**src/rtl/key_scan.sv**
```systemverilog
// key_scan: 4x5 keypad matrix scanner and frame-based debouncer.
// Drives one column per slot, samples the rows at the end of each slot,
// resolves the lowest pressed key code per frame and debounces it across
// whole frames. The result is a single-cycle key event for the timer FSM.
// Optional build macro KEY_REPEAT_EN adds auto-repeat events while a key is held.
module key_scan #(
    parameter int SCAN_DIV        = 2500,
    parameter int DEBOUNCE_FRAMES = 8,
    parameter int REPEAT_DELAY    = 500,
    parameter int REPEAT_RATE     = 100
) (
    input  logic       i_clk,
    input  logic       i_rst,
    input  logic [4:0] i_key_in,
    output logic [3:0] o_key_out,
    output logic [4:0] o_key_code,
    output logic       o_key_valid,
    output logic       o_key_held
);

    localparam int              SLOT_W    = $clog2(SCAN_DIV);
    localparam logic [SLOT_W-1:0] SLOT_LAST = SLOT_W'(SCAN_DIV - 1);
    localparam logic [7:0]      DF_CNT    = 8'(DEBOUNCE_FRAMES);

    // Reject configurations the scan/debounce logic cannot honour.
    if (SCAN_DIV < 3 || DEBOUNCE_FRAMES < 1 || DEBOUNCE_FRAMES > 255 ||
        REPEAT_DELAY < 1 || REPEAT_RATE < 1) begin : g_bad_param
        $error("key_scan: parameter out of range");
    end

    typedef enum logic [1:0] {
        S_IDLE    = 2'd0,
        S_CAND    = 2'd1,
        S_PRESSED = 2'd2,
        S_RELCHK  = 2'd3
    } state_t;

    // Index of the lowest set row, so the lowest code in a column wins.
    function automatic logic [2:0] lowest_row(input logic [4:0] rows);
        lowest_row = 3'd0;
        for (int r = 4; r >= 0; r--) begin
            if (rows[r]) lowest_row = 3'(r);
        end
    endfunction

    logic [4:0]        key_sync_p0, key_sync_p1;
    logic [SLOT_W-1:0] slot_cnt;
    logic [1:0]        col_idx;
    logic              acc_vld;
    logic [4:0]        acc_code;
    logic              sample, frame_end, row_hit, res_vld;
    logic [4:0]        col_code, res_code;

    state_t     state, state_n;
    logic [4:0] cand, cand_n;
    logic [7:0] cnt, cnt_n, cnt_inc;
    logic [4:0] code_n;
    logic       valid_n, held_n;

`ifdef KEY_REPEAT_EN
    localparam int HOLD_W = $clog2((REPEAT_DELAY > REPEAT_RATE ? REPEAT_DELAY : REPEAT_RATE) + 1);
    localparam logic [HOLD_W-1:0] DELAY_CNT = HOLD_W'(REPEAT_DELAY);
    localparam logic [HOLD_W-1:0] RATE_CNT  = HOLD_W'(REPEAT_RATE);
    logic [HOLD_W-1:0] hold_cnt, hold_n, hold_inc;
    logic              rep_first, rep_first_n;
`endif

    // Stage p0/p1: two-flop synchronizer for the asynchronous row lines.
    always_ff @(posedge i_clk) begin
        key_sync_p0 <= i_key_in;
        key_sync_p1 <= key_sync_p0;
    end

    assign sample    = (slot_cnt == SLOT_LAST);
    assign frame_end = sample && (col_idx == 2'd3);
    assign row_hit   = |key_sync_p1;
    assign col_code  = 5'({3'b000, col_idx} * 5'd5) + {2'b00, lowest_row(key_sync_p1)};
    assign res_vld   = acc_vld | row_hit;
    assign res_code  = acc_vld ? acc_code : col_code;
    assign o_key_out = 4'b0001 << col_idx;
    assign cnt_inc   = (cnt == 8'hFF) ? cnt : cnt + 8'd1;

    // Slot timing, column rotation and per-frame accumulation of the first hit.
    always_ff @(posedge i_clk or posedge i_rst) begin
        if (i_rst) begin
            slot_cnt <= '0;
            col_idx  <= 2'd0;
            acc_vld  <= 1'b0;
            acc_code <= 5'd0;
        end else if (sample) begin
            slot_cnt <= '0;
            col_idx  <= col_idx + 2'd1;
            if (col_idx == 2'd0) begin
                acc_vld  <= row_hit;
                acc_code <= col_code;
            end else if (!acc_vld && row_hit) begin
                acc_vld  <= 1'b1;
                acc_code <= col_code;
            end
        end else begin
            slot_cnt <= slot_cnt + SLOT_W'(1);
        end
    end

    // Debounce FSM state and output registers.
    always_ff @(posedge i_clk or posedge i_rst) begin
        if (i_rst) begin
            state       <= S_IDLE;
            cand        <= 5'd0;
            cnt         <= 8'd0;
            o_key_code  <= 5'd0;
            o_key_valid <= 1'b0;
            o_key_held  <= 1'b0;
`ifdef KEY_REPEAT_EN
            hold_cnt    <= '0;
            rep_first   <= 1'b1;
`endif
        end else begin
            state       <= state_n;
            cand        <= cand_n;
            cnt         <= cnt_n;
            o_key_code  <= code_n;
            o_key_valid <= valid_n;
            o_key_held  <= held_n;
`ifdef KEY_REPEAT_EN
            hold_cnt    <= hold_n;
            rep_first   <= rep_first_n;
`endif
        end
    end

`ifdef KEY_REPEAT_EN
    assign hold_inc = hold_cnt + HOLD_W'(1);
`endif

    // Debounce next-state: evaluated only on the frame-end cycle.
    always_comb begin
        state_n = state;
        cand_n  = cand;
        cnt_n   = cnt;
        code_n  = o_key_code;
        valid_n = 1'b0;
        held_n  = o_key_held;
`ifdef KEY_REPEAT_EN
        hold_n      = hold_cnt;
        rep_first_n = rep_first;
`endif
        if (frame_end) begin
            unique case (state)
                S_IDLE: begin
                    if (res_vld) begin
                        if (DEBOUNCE_FRAMES == 1) begin
                            state_n = S_PRESSED;
                            code_n  = res_code;
                            valid_n = 1'b1;
                            held_n  = 1'b1;
                            cnt_n   = 8'd0;
`ifdef KEY_REPEAT_EN
                            hold_n      = '0;
                            rep_first_n = 1'b1;
`endif
                        end else begin
                            state_n = S_CAND;
                            cand_n  = res_code;
                            cnt_n   = 8'd1;
                        end
                    end
                end
                S_CAND: begin
                    if (res_vld && res_code == cand) begin
                        cnt_n = cnt_inc;
                        if (cnt_inc >= DF_CNT) begin
                            state_n = S_PRESSED;
                            code_n  = cand;
                            valid_n = 1'b1;
                            held_n  = 1'b1;
                            cnt_n   = 8'd0;
`ifdef KEY_REPEAT_EN
                            hold_n      = '0;
                            rep_first_n = 1'b1;
`endif
                        end
                    end else if (res_vld) begin
                        cand_n = res_code;
                        cnt_n  = 8'd1;
                    end else begin
                        state_n = S_IDLE;
                        cnt_n   = 8'd0;
                    end
                end
                S_PRESSED: begin
                    if (res_vld) begin
                        cnt_n = 8'd0;
`ifdef KEY_REPEAT_EN
                        if (hold_inc == (rep_first ? DELAY_CNT : RATE_CNT)) begin
                            valid_n     = 1'b1;
                            hold_n      = '0;
                            rep_first_n = 1'b0;
                        end else begin
                            hold_n = hold_inc;
                        end
`endif
                    end else begin
`ifdef KEY_REPEAT_EN
                        hold_n      = '0;
                        rep_first_n = 1'b1;
`endif
                        if (DEBOUNCE_FRAMES == 1) begin
                            state_n = S_IDLE;
                            held_n  = 1'b0;
                            cnt_n   = 8'd0;
                        end else begin
                            state_n = S_RELCHK;
                            cnt_n   = 8'd1;
                        end
                    end
                end
                S_RELCHK: begin
                    if (res_vld) begin
                        state_n = S_PRESSED;
                        cnt_n   = 8'd0;
                    end else begin
                        cnt_n = cnt_inc;
                        if (cnt_inc >= DF_CNT) begin
                            state_n = S_IDLE;
                            held_n  = 1'b0;
                            cnt_n   = 8'd0;
                        end
                    end
                end
                default: state_n = S_IDLE;
            endcase
        end
    end

endmodule

```
**config.mk**
```make
export PLATFORM = sky130hd
export DESIGN_NAME = key_scan
export DESIGN_NICKNAME = d
export VERILOG_FILES = /design/src/rtl/key_scan.sv
export SDC_FILE = /design/constraint.sdc
export NUM_CORES = 1
export LEC_CHECK = 0
export ABC_AREA = 0
export ABC_CLOCK_PERIOD_IN_PS = 5300
export CORE_ASPECT_RATIO = 1.4
export CORE_MARGIN = 3
export CORE_UTILIZATION = 63
export CTS_BUF_LIST = sky130_fd_sc_hd__clkbuf_4 sky130_fd_sc_hd__clkbuf_8 sky130_fd_sc_hd__clkbuf_16
export DETAILED_ROUTE_END_ITERATION = 6
export PLACE_DENSITY = 0.84
export RECOVER_POWER = 100
export SLEW_MARGIN = 10
export SYNTH_ARGS = -nofsm -noshare
export SYNTH_HDL_FRONTEND = slang
export SYNTH_SLANG_ARGS = --single-unit
```
**constraint.sdc**
```tcl
create_clock -name i_clk -period 5.3 [get_ports i_clk]
set_input_delay 0.795 -clock i_clk [delete_from_list [all_inputs] [get_ports i_clk]]
set_output_delay 0.795 -clock i_clk [all_outputs]
set_load 0.1 [all_outputs]
```
==> flow_summary.json <==
{
  "ys.warnings.count": 0,
  "wl_um": 4260,
  "fin_nets": 288,
  "vias": 1826,
  "worst_path_max_delay_cell": "or4_1",
  "ir_drop_uv": 348,
  "rsz0062_at_grt": "false",
  "period_share_pct": 72.0,
  "synth.avg_cell_area_um2": 10.5,
  "first_pass_iters": 6,
  "clock_latency_ns": 0.30,
  "clock_path_buffers": 2,
  "grt_remaining_overflow": 0,
  "report.final.slew_viol_count": 43,
  "report.final.hold_viol_count": 0,
  "hp-class": "register to register",
  "post_cts_resized": 0,
  "ant_nets": 0,
  "initial_core_util_pct": 66.1,
  "cts-root-buf": "clkbuf_8",
  "path_delay_family": "simple AND/OR/NAND/NOR gates",
  "whs_path_depth": 0,
  "synth_area_leaders": "dfrtp_1 (40%), dfxtp_1 (7.7%), ha_1 (5.7%)",
  "highest_layer": "met4",
  "cts_tree": "done",
  "hold_slack_ns": 0.331,
  "relSlewSlack_pct": -41.7,
  "wl_met3_um": 133,
  "maxCapViolCount": 1,
  "hold_buffers": 0,
  "cts.sinks": 52,
  "post_cts_buffers": 0,
  "status": "finished with violations",
  "wl_met2_um": 2080,
  "cts.clk_slew.worst_paths_ns": 0.09,
  "fin_tns_setup_ns": 0,
  "drtIter0Drc": 66,
  "final_common_cell": "dfrtp_1",
  "arrival_ns": 4.00,
  "gp_congestion": 0.858,
  "setup_slack_ns": 1.48,
  "drc": 0,
  "dieArea_mm2": 0.00497,
  "dp_hpwl_um": 3150,
  "synth_area_leader_cell": "dfrtp_1",
  "end_kind": "register",
  "finish.utilization_pct": 72.7,
  "timing.critical_path.buf_inv": 1,
  "place_ws_ns": 1.76,
  "cp-start-kind": "register",
  "ys_seq_elements": 52,
  "row_count": 27,
  "syn-num-nets": 268,
  "cp_slowest_stage_delay_ns": 0.64,
  "tightest_slew_ns": 2.13,
  "worst-r2r-cell-count": 11,
  "hold_path.startpoint": "key_sync_p0[0]$_DFF_P_",
  "antenna_found_initial": 0,
  "viasPerCell": 5.85,
  "yosysUniqueCellTypes": 52,
  "p_per_area_mw_per_mm2": 228,
  "max_freq_ghz": 0.262,
  "crit_fanout": 6,
  "wirelength_met1_um": 1970,
  "ff_latch_area_mm2": 0.00125,
  "drive_gt1_share_pct": 8.55,
  "critical_path_class": "register to register",
  "synth-seq-area-share_pct": 47.9,
  "fin_skew_ns": 0.00602,
  "worstReg2RegStart": "key_sync_p1[0]$_DFF_P_",
  "htreeDepth": 2,
  "crit_chain": "or4_1, nor2_1, ha_1, inv_1, fa_1, xor2_1, a2bb2oi_1, a32oi_1, a211oi_1, and3_1, mux2_1",
  "violations": "max-capacitance violations, max-slew violations",
  "setup_violations": 0,
  "wl_per_cell_um": 13.6,
  "diodes": 0,
  "track_usage_pct": 19.1,
  "required_ns": 5.48,
  "syn_to_final_growth_pct": 9.96,
  "grt_pass1_wl_um": 7220,
  "synth_top_area_share_pct": 40.2,
  "final_cell_mix": "dfrtp_1 (42), nand2_1 (23), nor2_1 (21)",
  "io_buffer_count": 17,
  "grt_max_degree": 43,
  "multi_input_area_mm2": 0.00124,
  "core_area_mm2": 0.00395,
  "fp.dieH_um": 82.2,
  "grt_pass1_vias": 1687,
  "netlist_instances": 248,
  "reg2reg_to": "o_key_code[1]$_DFFE_PP0P_",
  "die_w_um": 60.4,
  "ff2ff_setup_slack_ns": 1.48,
  "min_to": "key_sync_p1[0]$_DFF_P_",
  "n_fill_cell": 301,
  "period_needed_ns": 3.82,
  "ios": 18,
  "syn-cell-area_mm2": 0.00261,
  "numCtsBuffers": 5,
  "p_leak_nw": 1.36
}
registers in the layout (all words and copies together), names as in the netlist:
name,count
key_sync_p0,5
o_key_held,1
o_key_code,5
cand,5
cnt,8
state,2
key_sync_p1,5
slot_cnt,12
acc_vld,1
acc_code,5
o_key_valid,1
col_idx,2
where the power goes:
group / internal [W] / switching (W) / leakage (nW) / total (W)
combinational: 0.00000724 / 0.0000121 / 0.651 / 0.0000193
sequential: 0.000399 / 0.00000211 / 0.657 / 0.000401
clock: 0.000117 / 0.000117 / 0.0523 / 0.000234
total: 0.000523 / 0.000132 / 1.36 / 0.000655
metal layers:
layer | track usage (%) | up-vias
met5 | 0 | -
met4 | 8.24 | 0
met3 | 3.42 | 6
met2 | 32.8 | 37
met1 | 23.3 | 884
li1 | - | 899
kinds of logic (layout without fill, tap and decap cells):
kind of cell / count (synthesis) / count (layout) / synth area share, %
buffers and inverters: 19 / 40 / 3.06
adders and majority gates: 13 / 13 / 6.51
AOI/OAI and AO/OA: 35 / 35 / 9.20
muxes: 15 / 15 / 6.94
and+or+nand+nor: 98 / 98 / 21.0
xor gates and xnor gates: 16 / 16 / 5.36
DFF: 52 / 52 / 47.9
cell type report:
class | count | area share [%]
timing repair buffer | 18 | 6.05
tap | 43 | 1.87
multi-input combinational | 177 | 43.3
sequential | 52 | 43.6
inverter | 14 | 1.83
clock buffer | 8 | 3.40
stage by stage:
| step | instances | power [W] | area [µm²] |
|---|---|---|---|
| floorplan | 248 | 0.000422 | 2610 |
| global placement | 304 | 0.000431 | 2820 |
| detailed placement | 304 | 0.000431 | 2820 |
| CTS | 312 | 0.000662 | 2910 |
| global route | 312 | 0.000679 | 2870 |
| finish | 312 | 0.000655 | 2870 |
worst max path at each step:
stage / start / end / slack (ns) / depth (start not counted)
finish: key_sync_p1[0]$_DFF_P_ / o_key_code[1]$_DFFE_PP0P_ / 1.48 / 11
CTS: key_sync_p1[0]$_DFF_P_ / o_key_code[4]$_DFFE_PP0P_ / 1.75 / 11
global route: key_sync_p1[0]$_DFF_P_ / o_key_code[0]$_DFFE_PP0P_ / 1.25 / 11
global placement: key_sync_p1[0]$_DFF_P_ / o_key_code[0]$_DFFE_PP0P_ / 1.86 / 11
detailed placement: key_sync_p1[0]$_DFF_P_ / o_key_code[1]$_DFFE_PP0P_ / 1.76 / 11
floorplan: key_sync_p1[0]$_DFF_P_ / o_key_code[0]$_DFFE_PP0P_ / 2.09 / 12
synthesized netlist by cell type (all sizes together):
cell,n
a2111oi,1
a211oi,1
a21bo,1
a21o,1
a21oi,10
a22oi,2
a2bb2oi,1
a311oi,1
a31oi,1
a32oi,1
and2,1
and3,4
and4,2
buf,3
clkbuf,2
dfrtp,42
dfxtp,10
fa,1
ha,12
inv,14
mux2,10
mux2i,5
nand2,23
nand2b,4
nand3,8
nand4,6
nand4b,1
nor2,21
nor2b,11
nor3,7
nor3b,2
nor4,1
o2111ai,1
o211ai,1
o21ai,12
o21bai,1
or3,4
or4,1
or4b,2
xnor2,9
xor2,7
(Power assumes the default switching activity.)
